**config.mk**
```make
export PLATFORM = sky130hd
export DESIGN_NAME = if_stage
export DESIGN_NICKNAME = d
export VERILOG_FILES = /design/src/rtl/if_stage.sv
export SDC_FILE = /design/constraint.sdc
export NUM_CORES = 1
export LEC_CHECK = 0
export CAP_MARGIN = 20
export CORE_ASPECT_RATIO = 1.25
export CORE_MARGIN = 2
export CORE_UTILIZATION = 47
export CTS_CLUSTER_DIAMETER = 50
export DETAILED_ROUTE_END_ITERATION = 7
export PLACE_DENSITY = 0.86
export SYNTH_ARGS = -nofsm -noshare
export SYNTH_HDL_FRONTEND = slang
export SYNTH_SLANG_ARGS = --single-unit
```
**constraint.sdc**
```tcl
create_clock -name clk -period 5.2 [get_ports clk]
set_input_delay 0.52 -clock clk [delete_from_list [all_inputs] [get_ports clk]]
set_output_delay 0.52 -clock clk [all_outputs]
set_load 0.02 [all_outputs]
```
**src/rtl/if_stage.sv**
```systemverilog
// Instruction-fetch stage: program counter, PC+4, redirect handling and the
// IF/ID pipeline register that feeds Decode and the immediate generator.
module if_stage #(
    parameter logic [31:0] RESET_PC  = 32'h0000_0000,
    parameter logic [31:0] NOP_INSTR = 32'h0000_0013
) (
    input  logic        clk,
    input  logic        rst,
    input  logic        PCSrcE,
    input  logic [31:0] PCTargetE,
    input  logic        StallF,
    input  logic        StallD,
    input  logic        FlushD,
    input  logic [31:0] InstrF,
    output logic [31:0] PCF,
    output logic [31:0] InstrD,
    output logic [24:0] ImmInstD,
    output logic [31:0] PCD,
    output logic [31:0] PCPlus4D,
    output logic        ValidD
);

    logic [31:0] pc_r;
    logic [31:0] pc_plus4_s;
    logic [31:0] pc_next_s;
    logic [31:0] instr_d_r;
    logic [31:0] pc_d_r;
    logic [31:0] pc_plus4_d_r;
    logic        valid_d_r;

    // Sequential fetch address, wrapping modulo 2^32
    always_comb begin
        pc_plus4_s = pc_r + 32'd4;
    end

    // Next PC: a redirect wins over a fetch stall; target low bits are forced to zero
    always_comb begin
        pc_next_s = pc_plus4_s;
        if (PCSrcE) begin
            pc_next_s = {PCTargetE[31:2], 2'b00};
        end else if (StallF) begin
            pc_next_s = pc_r;
        end else begin
            pc_next_s = pc_plus4_s;
        end
    end

    // Program counter register
    always_ff @(posedge clk) begin
        if (rst) begin
            pc_r <= RESET_PC;
        end else begin
            pc_r <= pc_next_s;
        end
    end

    // IF/ID register: reset and flush load a bubble, stall holds, else capture fetch
    always_ff @(posedge clk) begin
        if (rst || FlushD) begin
            instr_d_r    <= NOP_INSTR;
            pc_d_r       <= 32'h0000_0000;
            pc_plus4_d_r <= 32'h0000_0000;
            valid_d_r    <= 1'b0;
        end else if (StallD) begin
            instr_d_r    <= instr_d_r;
            pc_d_r       <= pc_d_r;
            pc_plus4_d_r <= pc_plus4_d_r;
            valid_d_r    <= valid_d_r;
        end else begin
            instr_d_r    <= InstrF;
            pc_d_r       <= pc_r;
            pc_plus4_d_r <= pc_plus4_s;
            valid_d_r    <= 1'b1;
        end
    end

    assign PCF      = pc_r;
    assign InstrD   = instr_d_r;
    assign ImmInstD = instr_d_r[31:7];
    assign PCD      = pc_d_r;
    assign PCPlus4D = pc_plus4_d_r;
    assign ValidD   = valid_d_r;

endmodule
```
==> run_results.csv <==
group,metric,value,unit
outcome,status,"complete, no violations",
yosys,yosysTopAreaCellShare,43.33,%
grt,grt_pass1_wl,26750,um
yosys,yosys.cell_types.count,44,
placed_design,place.gp.congestion,0.9067,
placed_design,io_buffers,215,
sta,max_slew.worst_pin.slew,0.8338,ns
detailed_routing,wl_per_cell,17.53,um
worst_setup_path,crit_buf_inv,0,
detailed_routing,first_pass_iters,5,
worst_setup_path,required,5.54,ns
cells_and_area,fillerInstances,890,
detailed_routing,routed-wl-met3,1325,um
clocking,cts_tree,"yes",
grt,track_usage,26.12,%
power_and_ir_drop,power,0.002573,W
clocking,cts-root-buf,"clkbuf_16",
yosys,synth_edf_count,0,
yosys,syn_avg_cell_area,8.770,um2
worst_setup_path,end_kind,"flop",
floorplan,die_x,102.4,um
yosys,yosysTopAreaCell,"dfxtp_1",
detailed_routing,postRouteAntennaNets,0,
cells_and_area,diodes,0,
sta,maxSlewHeadroom,44.42,%
yosys,synthCells,648,
power_and_ir_drop,p_switching,0.0006464,W
sta,finalHoldViolations,0,
sta,post-route-min-period,2.741,ns
sta,tns,0,ns
power_and_ir_drop,peakVddDrop,223.1,uV
floorplan,core_area,11730,um2
clocking,postCtsHoldBufs,0,
worst_setup_path,critPathArrivalTime,3.08,ns
placed_design,dp_cells,943,
clocking,cts_made_buffers,17,
worst_setup_path,critPathTopFamily,"simple AND/OR/NAND/NOR gates",
floorplan,io_pins,224,
cells_and_area,finalNetCount,872,
yosys,yosysSeqAreaShare,43.33,%
detailed_routing,vias,5401,
cells_and_area,drive_gt1_share,6.388,%
sta,fin_skew,0.006851,ns
power_and_ir_drop,pwr-share-clk,46.5,%
floorplan,die_h,126.9,um
flow_run,cap_violations,0,
yosys,synthFlopType,"dfxtp_1",
yosys,yosysWarnings,0,
clocking,postCtsSetupBuffers,0,
yosys,synth-seq-cells,123,
floorplan,core.rowCount,44,
detailed_routing,drc,0,
grt,grt_overflow,0,
detailed_routing,wl_met1,6768,um
placed_design,post-place-ws,2.115,ns
power_and_ir_drop,p_int,0.001926,W
sta,final_max_slew_viol_count,0,
cells_and_area,final_cell_mix,"214 x clkdlybuf4s50_1, 123 x dfxtp_1, 94 x nor2_1",
sta,rsz0062_at_grt,"false",
detailed_routing,via_per_inst,5.539,
clocking,clk_latency,0.41,ns
detailed_routing,first_iter_violations,347,
detailed_routing,wl_met2,8421,um
power_and_ir_drop,power_frac_comb,13.2,%
worst_setup_path,critPathKind,"reg -> reg",
power_and_ir_drop,seqPwrFrac,40.3,%
clocking,htree_levels,4,
floorplan,die-area,12990,um2
grt,antenna_found_initial,0,
cells_and_area,mostFrequentLayoutCell,"clkdlybuf4s50_1",
detailed_routing,top_layer,"met4",
sta,setup_viol_count_final,0,
placed_design,dp_hpwl,11960,um
power_and_ir_drop,p_sw_share,25.13,%
cells_and_area,layout-area-overhead-vs-synth,44.34,%
worst_setup_path,slowest_delay,0.90,ns
cells_and_area,final-instance-count-excl-fill,975,
grt,first_global_vias,5260,
yosys,synth-async-reset-ratio,0,%
sta,fmax,364.8,MHz
sta,fin_crit_sh,52.71,%
power_and_ir_drop,power.density,313.6,nW/um2
worst_setup_path,startpoint_type,"flop",
clocking,clockBufferDepth,2,
power_and_ir_drop,p_leak,2.947,nW
clocking,cts_resized,0,
sta,fin_ws,2.459,ns
yosys,syn_area,5683,um2
worst_setup_path,cpMostUsedCell,"or4_1",
clocking,clock-sinks,123,
clocking,path_clk_slew,0.06,ns
floorplan,start_util,48.46,%
yosys,synthTopCellsByArea,"dfxtp_1 43%, mux2i_1 11%, nor2_1 6.2%",
detailed_routing,routed_wl,17090,um
worst_setup_path,crit_chain,"nand4_2 -> or4_1 -> or4_1 -> a31oi_1",
min_path,hold_path.class,"reg -> reg",
grt,grt_max_degree,55,
worst_setup_path,worstPathMaxFanout,23,
worst_setup_path,cp_slowest_cell,"or4_1",
[worst paths after layout]
| kind | from | end | slack, ns | cells after the start |
|---|---|---|---|---|
| worst max-delay path | PCF[6] | PCPlus4D[21] | 2.46 | 4 |
| worst max register to register | PCF[6] | PCPlus4D[21] | 2.46 | 4 |
| worst min register to register | ValidD | ValidD | 0.46 | 1 |
| worst min-delay path | ValidD | ValidD | 0.46 | 1 |
[metrics by stage]
step	cell area, um2	hold slack [ns]	utilization, %
after floorplan	5702	0.5407	-
after global placement	7600	0.4491	64.81
after detailed placement	7600	0.4557	64.81
after CTS	8203	0.4632	69.95
after global routing	8203	0.4875	69.95
final	8203	0.4617	69.95
[kinds of logic (layout without fill, tap and decap cells)]
kind of cell / Yosys count / in the layout / share of synthesized area, %
xor gates and xnor gates: 21 / 21 / 3.237
and+or+nand+nor: 222 / 222 / 19.77
muxes: 61 / 61 / 10.74
buffers and inverters: 100 / 261 / 9.291
DFF: 123 / 123 / 43.33
other: 1 / 6 / 0.06599
adders and majority gates: 1 / 1 / 0.2201
AOI/OAI and AO/OA: 119 / 119 / 13.34
[cell type report]
| class | count | area, um2 | share of cell area [%] |
|---|---|---|---|
| multi-input cells | 430 | 2711 | 33.05 |
| flip-flops and latches | 123 | 2462 | 30.02 |
| repair buffers | 221 | 2195 | 26.75 |
| clock buffers | 20 | 456.7 | 5.567 |
| well taps | 161 | 201.4 | 2.456 |
| clock inverters | 12 | 146.4 | 1.785 |
| inverters | 8 | 30.03 | 0.3661 |
[registers in the layout, summed over array words and instances (netlist names)]
register  cells
InstrD       32
PCD          30
PCF          30
PCPlus4D     30
ValidD        1
[cell usage after synthesis (all sizes together) (2+ instances only)]
| cell | instances |
|---|---|
| nor3 | 16 |
| a31oi | 12 |
| dfxtp | 123 |
| nor4 | 8 |
| o31ai | 11 |
| o21a | 3 |
| clkinv | 2 |
| a21oi | 19 |
| a211oi | 10 |
| and4 | 3 |
| inv | 6 |
| xnor2 | 19 |
| a311oi | 18 |
| nand3 | 6 |
| or3 | 24 |
| nor2 | 94 |
| nand4 | 13 |
| xor2 | 2 |
| or4 | 16 |
| o21ai | 41 |
| clkbuf | 40 |
| nor2b | 2 |
| nand2 | 33 |
| mux2i | 61 |
| buf | 52 |
| or2 | 2 |
[layer usage]
metal | track usage [%] | vias to the layer above
li1 | - | 2564
met1 | 31.15 | 2502
met2 | 43.89 | 278
met3 | 6.391 | 57
met4 | 11.84 | 0
met5 | 0 | -
[power by group through the flow]
stage                     registers (W)  clock network, W  logic (W)
after floorplan                 0.00107                 0   0.000157
after global placement          0.00105                 0   0.000332
after detailed placement        0.00106                 0   0.000338
after CTS                       0.00104           0.00121   0.000341
after global routing            0.00104           0.00125   0.000364
final                           0.00104           0.00119   0.000340
Power figures use the tool's default switching activity.
